$ cat src/rtl/id_ex_stage_reg.sv
// ID/EX pipeline register with load-use hazard detect and bubble insert.
// Optional bubble counter: define ID_EX_BUBBLE_CNT_EN.
module id_ex_stage_reg #(
  parameter int DATA_W = 32,
  parameter int ADDR_W = 5
) (
  input  logic              clk_i,
  input  logic              rst_i,
  input  logic              flush_i,
  input  logic              stall_i,
  input  logic              id_valid_i,
  input  logic [DATA_W-1:0] id_pc_i,
  input  logic [DATA_W-1:0] id_rs_data_i,
  input  logic [DATA_W-1:0] id_rt_data_i,
  input  logic [15:0]       id_imm_i,
  input  logic [ADDR_W-1:0] id_rs_addr_i,
  input  logic [ADDR_W-1:0] id_rt_addr_i,
  input  logic [ADDR_W-1:0] id_rd_addr_i,
  input  logic [8:0]        id_ctrl_i,
  output logic              hazard_o,
  output logic              valid_o,
  output logic [DATA_W-1:0] pc_o,
  output logic [DATA_W-1:0] rs_data_o,
  output logic [DATA_W-1:0] rt_data_o,
  output logic [DATA_W-1:0] imm_o,
  output logic [ADDR_W-1:0] rs_addr_o,
  output logic [ADDR_W-1:0] rt_addr_o,
  output logic [ADDR_W-1:0] rd_addr_o,
`ifdef ID_EX_BUBBLE_CNT_EN
  output logic [31:0]       bubble_cnt_o,
`endif
  output logic [8:0]        ctrl_o
);

  localparam int MemReadBit = 6;

  logic exIsLoad;
  logic rtNonZero;
  logic rtMatch;
  logic bubble;
  logic load;

  assign exIsLoad  = valid_o & ctrl_o[MemReadBit];
  assign rtNonZero = (rt_addr_o != '0);
  assign rtMatch   = (rt_addr_o == id_rs_addr_i)
                   | (rt_addr_o == id_rt_addr_i);

  // Load-use: EX load writes a register the ID instruction reads.
  assign hazard_o = exIsLoad & rtNonZero & id_valid_i
                  & ~flush_i & rtMatch;

  // Flush beats stall; a hazard bubble only when not frozen.
  assign bubble = flush_i | (~stall_i & hazard_o);
  assign load   = ~flush_i & ~stall_i & ~hazard_o;

  // Control/address state: cleared on bubble, loaded from ID otherwise.
  always_ff @(posedge clk_i) begin
    if (!rst_i) begin
      valid_o   <= 1'b0;
      ctrl_o    <= '0;
      rs_addr_o <= '0;
      rt_addr_o <= '0;
      rd_addr_o <= '0;
    end else if (bubble) begin
      valid_o   <= 1'b0;
      ctrl_o    <= '0;
      rs_addr_o <= '0;
      rt_addr_o <= '0;
      rd_addr_o <= '0;
    end else if (load) begin
      valid_o   <= id_valid_i;
      ctrl_o    <= id_valid_i ? id_ctrl_i : 9'd0;
      rs_addr_o <= id_rs_addr_i;
      rt_addr_o <= id_rt_addr_i;
      rd_addr_o <= id_rd_addr_i;
    end
  end

  // Datapath state: only updated on a real load; bubbles keep old values.
  always_ff @(posedge clk_i) begin
    if (!rst_i) begin
      pc_o      <= '0;
      rs_data_o <= '0;
      rt_data_o <= '0;
      imm_o     <= '0;
    end else if (load) begin
      pc_o      <= id_pc_i;
      rs_data_o <= id_rs_data_i;
      rt_data_o <= id_rt_data_i;
      imm_o     <= {{(DATA_W-16){id_imm_i[15]}}, id_imm_i};
    end
  end

`ifdef ID_EX_BUBBLE_CNT_EN
  // Count every edge that inserts a bubble; wraps naturally.
  always_ff @(posedge clk_i) begin
    if (!rst_i) begin
      bubble_cnt_o <= '0;
    end else if (bubble) begin
      bubble_cnt_o <= bubble_cnt_o + 32'd1;
    end
  end
`endif

endmodule

$ cat config.mk
export PLATFORM = sky130hd
export DESIGN_NAME = id_ex_stage_reg
export DESIGN_NICKNAME = d
export VERILOG_FILES = /design/src/rtl/id_ex_stage_reg.sv
export SDC_FILE = /design/constraint.sdc
export NUM_CORES = 1
export LEC_CHECK = 0
export ABC_CLOCK_PERIOD_IN_PS = 1800
export CAP_MARGIN = 20
export CORE_ASPECT_RATIO = 0.6
export CORE_UTILIZATION = 57
export CTS_BUF_LIST = sky130_fd_sc_hd__clkbuf_8
export DETAILED_ROUTE_END_ITERATION = 7
export DONT_BUFFER_PORTS = 1
export MAX_ROUTING_LAYER = met4
export PLACE_DENSITY = 0.75
export SLEW_MARGIN = 20
export SYNTH_ARGS = -nofsm -noshare
export SYNTH_HDL_FRONTEND = slang
export SYNTH_SLANG_ARGS = --single-unit
$ cat constraint.sdc
create_clock -name clk_i -period 1.8 [get_ports clk_i]
set_input_delay 0.36 -clock clk_i [delete_from_list [all_inputs] [get_ports clk_i]]
set_output_delay 0.36 -clock clk_i [all_outputs]
set_load 0.005 [all_outputs]
==> flow_summary.toml, run 1 <==
[worst_hold_path]
worstHoldStart = "id_valid_i"
hold_end = "ctrl_o[5]$_SDFFE_PP0P_"
holdPathStages = 2
worstHoldPathType = "primary input to register"

[detailed_routing]
first_iter_violations = 806
top_layer = "met4"
ant_nets = 0
via_per_inst = 7.489
post-route-drc-count = 0
wl_per_cell_microns = 26.18
route.met2.wl_microns = 13550
wl_met3_microns = 3471
drt-met1-wl_microns = 10600
wl_microns = 28720
via_count = 8215
dr.pass1.iters = 5

[power_and_ir_drop]
clockPowerShare_pct = 36.4
pwr-share-comb_pct = 15.7
p_seq_share_pct = 47.8
internal-power_mw = 5.217
p_sw_share_pct = 29.58
power_density_nw_per_um2 = 723.0
leakage_nw = 4.251
vdd_drop_max_uv = 449.8
p_sw_mw = 2.191

[global_route]
antenna_found_initial = 6
grt_overflow = 0
grt_max_degree = 338
grt_usage_pct = 38.91
grt_pass1_wl_microns = 40440
grt_pass1_vias = 7459

[setup_path]
cp_slowest_stage_delay_ns = 0.53
start_kind = "register"
rr_endpoint = "rt_data_o[18]$_SDFFE_PN0P_"
reg2reg_from = "rt_addr_o[1]$_SDFFE_PP0P_"
crit_path_cell_trace = "or4_4, o21a_4, and2_4, buf_12"
critPathBufInv = 1
rr_worst_depth = 13
endpoint_kind = "output pin"
crit_required_ns = 1.44
r2r_slack_ns = -0.20
cp_slowest_cell = "or4_4"
cp_top_family = "simple AND/OR/NAND/NOR gates"
critPathMaxFanout = 6
path_class = "register to output pin"
critPathArrivalTime_ns = 1.80

[cts]
root_buffer = "clkbuf_8"
clock_sinks = 137
htree_num_levels = 4
clk_latency_ns = 0.44
cts_tree = "done"
cts_made_buffers = 17
clkTransAtPathRegs_ns = 0.10
clk_path_buf_depth = 2

[die]
die-area_sq_um = 13890
initial_utilization_pct = 58.89
num_io_pins = 295
die_width_microns = 151.5
rows = 32
core_region_area_sq_um = 12970
fp.dieH_microns = 91.68

[sta]
fin_setup_tns_ns = -11.05
max_freq_ghz = 0.4625
grt_setup_unrepaired = "yes"
worst_slew_margin_rel_pct = 63.38
drv_slew = 0
post-route-min-period_ns = 2.162
worst_slack_ns = -0.3623
period_share_pct = 120.1
finClkSkew_ns = 0.02288
tightest_slew_ns = 0.5492
final-hold-violation-count = 0
setup_viol = 105

[yosys]
avgSynthCellArea_sq_um = 8.162
seq_area_frac_synth_pct = 35.90
syn_area_sq_um = 7640
synthCells = 936
synth.distinct_cells = 25
syn-num-nets = 1077
yosysWarningCount = 0
synth-seq-cells = 137

[final_layout]
finalNetCount = 1048
syn2layout_area_growth_pct = 34.13
final_cell_mix = "dfxtp_1, nand4_1, and3_1, a32oi_1, nand3_1"
nFillCells = 805
layout-drive-gt1-share_pct = 28.91
multiInputGateArea_sq_um = 5080
final_common_cell = "dfxtp_1"
register_area_sq_um = 2749
design_area_sq_um = 10250
final_util_pct = 78.99

[outcome]
status = "finished, violations left"
violations = "setup timing"

[flow_run]
max_cap_viol_count = 0

[place]
portBuffers = 0
place.gp.congestion = 0.8527
placed_area_sq_um = 7551
hpwl_microns = 13100
through the flow:
stage,setup WS (ns),hold WS [ns],std cells,power (mW)
2_1_floorplan,-0.07530,0.4423,936,4.153
3_3_place_gp,-0.005043,0.4602,989,4.175
3_5_place_dp,-0.05071,0.4624,989,4.233
4_1_cts,-0.3893,0.03187,1091,7.264
5_1_grt,-0.4112,0.04246,1096,7.616
6_report,-0.3623,0.05155,1097,7.408
worst max-delay path by stage:
stage               slack (ns)  depth (start not counted)                endpoint                 startpoint
global placement        -0.005                          4                hazard_o  rt_addr_o[3]$_SDFFE_PP0P_
CTS                      -0.39                          4                hazard_o  rt_addr_o[1]$_SDFFE_PP0P_
finish                   -0.36                          4                hazard_o  rt_addr_o[1]$_SDFFE_PP0P_
floorplan                -0.08                          5                hazard_o  rt_addr_o[3]$_SDFFE_PP0P_
detailed placement       -0.05                          6  ctrl_o[4]$_SDFFE_PP0P_  rt_addr_o[3]$_SDFFE_PP0P_
global route             -0.41                          4                hazard_o  rt_addr_o[1]$_SDFFE_PP0P_
flip-flops by register name (all words and copies together), names as in the netlist:
name and cells:
pc_o 32, rs_addr_o 5, rd_addr_o 5, imm_o 16, ctrl_o 9, rt_data_o 32, rs_data_o 32, rt_addr_o 5
valid_o 1
layer usage:
layer / global-route usage, % / vias up
met1: 46.71 / 3961
met4: 19.58 / 0
met3: 11.54 / 99
met5: - / -
li1: - / 3586
met2: 59.13 / 569
power groups by stage:
stage	clock network [mW]	logic [mW]	registers, mW
2_1_floorplan	0	0.639	3.51
3_3_place_gp	0	0.594	3.58
3_5_place_dp	0	0.638	3.60
4_1_cts	2.68	1.06	3.53
5_1_grt	2.82	1.23	3.56
6_report	2.70	1.17	3.54
cell families (layout without fill, tap and decap cells):
group | Yosys count | count (layout) | share of synthesized area, %
compound gates | 140 | 140 | 15.25
flops | 137 | 137 | 35.90
buf+inv | 140 | 124 | 8.222
xor+xnor | 10 | 10 | 1.146
other cells | 0 | 7 | 0
simple gates | 509 | 509 | 39.49
timing repair:
action                                  in CTS  in global routing
gates resized for setup                    107                108
gates cloned                                36                  3
buffers inserted                            35                  5
endpoints found under the setup margin     105                118
hold buffers                                 0                  0
pin swaps                                  157                 30
layout make-up:
class / instances / area share, %
Antenna cell: 7 / 0.1709
Clock buffer: 18 / 2.418
Clock inverter: 14 / 1.551
Multi-Input combinational cell: 659 / 49.57
Sequential cell: 137 / 26.83
Tap cell: 170 / 2.076
Timing Repair Buffer: 92 / 17.39
synthesized netlist by cell type, drive strengths merged:
master / n / area share [%]
and4b: 1 / 0.13
or4: 1 / 0.098
a32oi: 112 / 13
nand4: 121 / 9.9
nand3b: 16 / 1.6
dfxtp: 137 / 36
nor2: 1 / 0.049
o21a: 1 / 0.098
clkbuf: 87 / 4.3
or2: 1 / 0.082
and2: 2 / 0.16
o21ai: 26 / 2.1
and3: 112 / 9.2
buf: 53 / 3.9
o22ai: 1 / 0.16
nor2b: 1 / 0.082
nand3: 130 / 8.5
nand2b: 112 / 9.2
nand2: 11 / 0.54
xnor2: 10 / 1.1
Note: power is estimated with default switching activity, not from simulation.
==> inputs of run 2 (changes only) <==
Settings changed: CORE_MARGIN set to 2, CORE_UTILIZATION 57 to 55, PLACE_DENSITY 0.75 to 0.73.
==> flow_summary.toml, run 2 (same netlist as run 1, synthesis figures left out) <==
[die]
die-area_sq_um = 14880
num_io_pins = 295
initial_utilization_pct = 56.07
die_width_microns = 156.2
fp.dieH_microns = 95.29
core_region_area_sq_um = 13630
rows = 33

[cts]
hold_buffers = 0
clk_latency_ns = 0.44
clock_sinks = 137
cts_tree = "done"
root_buffer = "clkbuf_8"
htree_num_levels = 4
clkTransAtPathRegs_ns = 0.09
cts_made_buffers = 17
clk_path_buf_depth = 2

[sta]
worst_slew_margin_rel_pct = 50.97
finClkSkew_ns = 0.02464
post-route-min-period_ns = 2.026
tightest_slew_ns = 0.7355
worst_slack_ns = -0.2257
max_freq_ghz = 0.4937
grt_setup_unrepaired = "yes"
final-hold-violation-count = 0
period_share_pct = 112.5
drv_slew = 0
setup_viol = 95

[setup_path]
crit_required_ns = 1.44
reg2reg_from = "rt_addr_o[3]$_SDFFE_PP0P_"
start_kind = "register"
critPathArrivalTime_ns = 1.67
critPathLaunch = "rt_addr_o[1]$_SDFFE_PP0P_"
cp_slowest_stage_delay_ns = 0.53
crit_path_cell_trace = "or4_4, o21a_4, and2_4"
rr_worst_depth = 11
rr_endpoint = "rt_data_o[18]$_SDFFE_PN0P_"
critPathMaxFanout = 5
r2r_slack_ns = -0.11
path_class = "register to output pin"
crit_path_end = "hazard_o"
endpoint_kind = "output pin"
cp_slowest_cell = "or4_4"

[power_and_ir_drop]
power_density_nw_per_um2 = 775.6
p_sw_share_pct = 29.49
p_seq_share_pct = 49.4
internal-power_mw = 5.041
total_power_mw = 7.150
clockPowerShare_pct = 38.0
pwr-share-comb_pct = 12.6
p_sw_mw = 2.109
vdd_drop_max_uv = 475.8
leakage_nw = 3.751

[detailed_routing]
wl_microns = 26980
dr.pass1.iters = 6
first_iter_violations = 987
wl_per_cell_microns = 24.84
via_per_inst = 7.278
ant_nets = 0
post-route-drc-count = 0
via_count = 7904

[place]
place.gp.congestion = 0.8439
portBuffers = 0
placed_cells = 996
hpwl_microns = 13220

[global_route]
antenna_found_initial = 6
grt_usage_pct = 28.73
grt_pass1_vias = 6576
grt_pass1_wl_microns = 33770
grt_max_degree = 338
grt_overflow = 0

[final_layout]
final_cell_mix = "dfxtp_1, nand3_1, nand4_1"
nFillCells = 1025
layout-drive-gt1-share_pct = 17.02
top_regs = "pc_o x32, rs_data_o x32, rt_data_o x32"
finalNetCount = 1033
final_common_cell = "dfxtp_1"
syn2layout_area_growth_pct = 20.67
finalNonFillerCells = 1086

[flow_run]
max_cap_viol_count = 0

[outcome]
status = "finished, violations left"
violations = "setup timing"

[worst_hold_path]
worstHoldPathType = "primary input to register"
run 2: cell count changes in the layout (fill, tap and decap cells not counted), moves of 3 or more:
| cell | delta |
|---|---|
| buf_12 | -7 |
| buf_16 | -26 |
| buf_4 | +5 |
| buf_8 | -5 |
| clkbuf_16 | +18 |
| nand2b_1 | +46 |
| nand2b_4 | -46 |
| nand3_1 | +43 |
| nand3_2 | -43 |
| o21ai_0 | +3 |
| o21ai_1 | +4 |
| o21ai_2 | -7 |
run 2: final cells by class:
type / instances / area [sq um] / area share (%)
multi-input cells: 659 / 4489 / 48.70
well taps: 175 / 219.0 / 2.375
clock buffers: 18 / 247.7 / 2.687
clock inverters: 14 / 162.7 / 1.764
repair buffers: 77 / 1339 / 14.52
diodes: 6 / 15.01 / 0.1629
flip-flops and latches: 137 / 2746 / 29.79
run 2: routing by layer:
| metal | vias up | share of wire, % | global-route usage, % | routed length [microns] |
|---|---|---|---|---|
| li1 | 3517 | - | - | - |
| met1 | 3751 | 39 | 34.14 | 10500 |
| met2 | 570 | 46 | 46.17 | 12520 |
| met3 | 66 | 12 | 8.727 | 3182 |
| met4 | 0 | 2.9 | 11.47 | 774 |
| met5 | - | 0 | - | 0 |
run 2: per-stage QoR:
step / hold WS, ns / worst slack [ns] / TNS (ns) / util (%) / instance area, sq um
after floorplan: 0.4423 / -0.07530 / -0.07530 / - / 7652
after global placement: 0.4625 / 0.05017 / 0 / 55.48 / 7560
after detailed placement: 0.4681 / -0.03521 / -0.08193 / 55.48 / 7560
after CTS: 0.04372 / -0.2534 / -0.2534 / 59.09 / 8051
after global routing: 0.05227 / -0.2790 / -10.71 / 67.66 / 9219
final: 0.07147 / -0.2257 / -4.411 / 67.66 / 9219
run 2: worst min path at each step:
stage	from	slack, ns	endpoint	depth (start not counted)
after CTS	stall_i	0.04	rd_addr_o[3]$_SDFFE_PP0P_	2
after global placement	ctrl_o[4]$_SDFFE_PP0P_	0.46	ctrl_o[4]$_SDFFE_PP0P_	2
after global routing	stall_i	0.05	rt_addr_o[2]$_SDFFE_PP0P_	2
after detailed placement	ctrl_o[7]$_SDFFE_PP0P_	0.47	ctrl_o[7]$_SDFFE_PP0P_	2
final	id_rd_addr_i[1]	0.07	rd_addr_o[1]$_SDFFE_PP0P_	2
after floorplan	ctrl_o[3]$_SDFFE_PP0P_	0.44	ctrl_o[3]$_SDFFE_PP0P_	2
run 2: power groups by stage:
stage | registers [mW] | logic [mW] | clock network [mW]
final | 3.53 | 0.904 | 2.72
after global routing | 3.55 | 0.967 | 2.87
after CTS | 3.52 | 0.672 | 2.73
after detailed placement | 3.59 | 0.641 | 0
after global placement | 3.58 | 0.595 | 0
after floorplan | 3.51 | 0.639 | 0
run 2: worst max-delay path, delay by kind of cell (launching register included):
family | cells | cell delay, ns
compound gates | 1 | 0.22
simple gates | 2 | 0.69
flops | 1 | 0.33
run 2: timing repair:
item | 4_1_cts | 5_1_grt
pin swaps | 4 | 68
gates cloned | 2 | 36
resized for setup | 7 | 61
setup endpoints to repair | 42 | 113
setup buffers | 1 | 14
==> inputs of run 3 (changes only) <==
Settings changed: CORE_MARGIN 2 to 4.
==> flow_summary.toml, run 3 (same netlist as run 1, synthesis figures left out) <==
[sta]
tightest_slew_ns = 0.7666
fin_setup_tns_ns = -15.70
worst_slew_margin_rel_pct = 48.89
post-route-min-period_ns = 2.078
finClkSkew_ns = 0.02077
final-hold-violation-count = 0
drv_slew = 0
max_freq_ghz = 0.4811
grt_setup_unrepaired = "yes"
worst_slack_ns = -0.2785
holdWs_ns = 0.05400
period_share_pct = 115.5
setup_viol = 109

[global_route]
grt_usage_pct = 29.46
grt_pass1_wl_microns = 37290
grt_pass1_vias = 6844
grt_overflow = 0
grt_max_degree = 338
antenna_found_initial = 4

[cts]
clkTransAtPathRegs_ns = 0.10
clk_path_buf_depth = 2
cts_tree = "done"
clock_sinks = 137
cts_made_buffers = 17
htree_num_levels = 4
root_buffer = "clkbuf_8"
clk_latency_ns = 0.45

[final_layout]
final_cell_mix = "dfxtp_1, nand3_1, nand4_1"
top_regs = "pc_o x32, rs_data_o x32, rt_data_o x32"
finalNetCount = 1022
finalNonFillerCells = 1073
final_common_cell = "dfxtp_1"
design_area_sq_um = 8937
syn2layout_area_growth_pct = 16.98
layout-drive-gt1-share_pct = 14.32
nFillCells = 1088

[detailed_routing]
first_iter_violations = 831
via_count = 7769
dr.pass1.iters = 5
wl_microns = 26160
wl_per_cell_microns = 24.38
ant_nets = 0
via_per_inst = 7.240
post-route-drc-count = 0

[die]
core_region_area_sq_um = 13630
rows = 33
num_io_pins = 295
fp.dieH_microns = 99.29
initial_utilization_pct = 56.07
die-area_sq_um = 15900
die_width_microns = 160.2

[place]
place.gp.congestion = 0.8291
placed_cells = 1001
placed_area_sq_um = 7635
portBuffers = 0
hpwl_microns = 14170

[power_and_ir_drop]
clockPowerShare_pct = 37.5
p_sw_share_pct = 28.85
power_density_nw_per_um2 = 763.8
internal-power_mw = 4.857
pwr-share-comb_pct = 10.8
p_sw_mw = 1.969
p_seq_share_pct = 51.7
leakage_nw = 3.657
vdd_drop_max_uv = 470.8

[flow_run]
max_cap_viol_count = 0

[outcome]
violations = "setup timing"
status = "finished, violations left"

[setup_path]
path_class = "register to output pin"
critPathArrivalTime_ns = 1.72
crit_required_ns = 1.44
endpoint_kind = "output pin"
critPathMaxFanout = 8
start_kind = "register"

[worst_hold_path]
worstHoldPathType = "primary input to register"
## run 3: final timing paths
check                             from                         to  slack [ns]  cells past startpoint
max          rt_addr_o[3]$_SDFFE_PP0P_                   hazard_o       -0.28                      3
min                    id_rd_addr_i[2]  rd_addr_o[2]$_SDFFE_PP0P_        0.05                      2
max reg2reg  rt_addr_o[3]$_SDFFE_PP0P_  rs_data_o[6]$_SDFFE_PN0P_       -0.21                      9
min reg2reg     ctrl_o[5]$_SDFFE_PP0P_     ctrl_o[5]$_SDFFE_PP0P_        0.48                      2
## run 3: worst max-delay path: stages, from the launching register on
cell and delay, ns:
dfxtp_2 0.33, or4_4 0.54, o21a_4 0.22, and2_4 0.18
## run 3: stage by stage
stage | util, % | setup slack (ns) | power [mW]
2_1_floorplan | - | -0.07530 | 4.153
3_3_place_gp | 56.03 | -0.06030 | 4.182
3_5_place_dp | 56.03 | -0.1298 | 4.238
4_1_cts | 60.50 | -0.3026 | 6.779
5_1_grt | 65.59 | -0.3354 | 7.071
6_report | 65.59 | -0.2785 | 6.826
## run 3: final cells by class
cell class	count	area (sq um)	share of cell area, %
timing repair buffer	66	1185	13.26
multi-input combinational	659	4390	49.13
sequential	137	2748	30.74
clock inverter	15	151.4	1.694
antenna	4	10.01	0.1120
clock buffer	17	234.0	2.618
tap	175	219.0	2.450
## run 3: metal layers
| metal | global-route usage, % | routed length [microns] |
|---|---|---|
| met1 | 35.47 | 10280 |
| met5 | - | 0 |
| met2 | 46.31 | 12530 |
| met4 | 9.518 | 691 |
| met3 | 10.85 | 2663 |
## run 3: power groups by stage
stage / Sequential, mW / Clock [mW] / Combinational [mW]
after floorplan: 3.51 / 0 / 0.639
after global placement: 3.58 / 0 / 0.598
after detailed placement: 3.60 / 0 / 0.640
after CTS: 3.53 / 2.57 / 0.677
after global routing: 3.56 / 2.71 / 0.810
final: 3.53 / 2.56 / 0.736
## run 3: repair_timing
action                                  in CTS  in global routing
gates cloned                                 6                 18
resized for setup                           11                 41
endpoints found under the setup margin     133                113
setup buffers                                2                 10
pin swaps                                    2                 96
hold endpoints to repair                     0                  0
hold buffers                                 0                  0
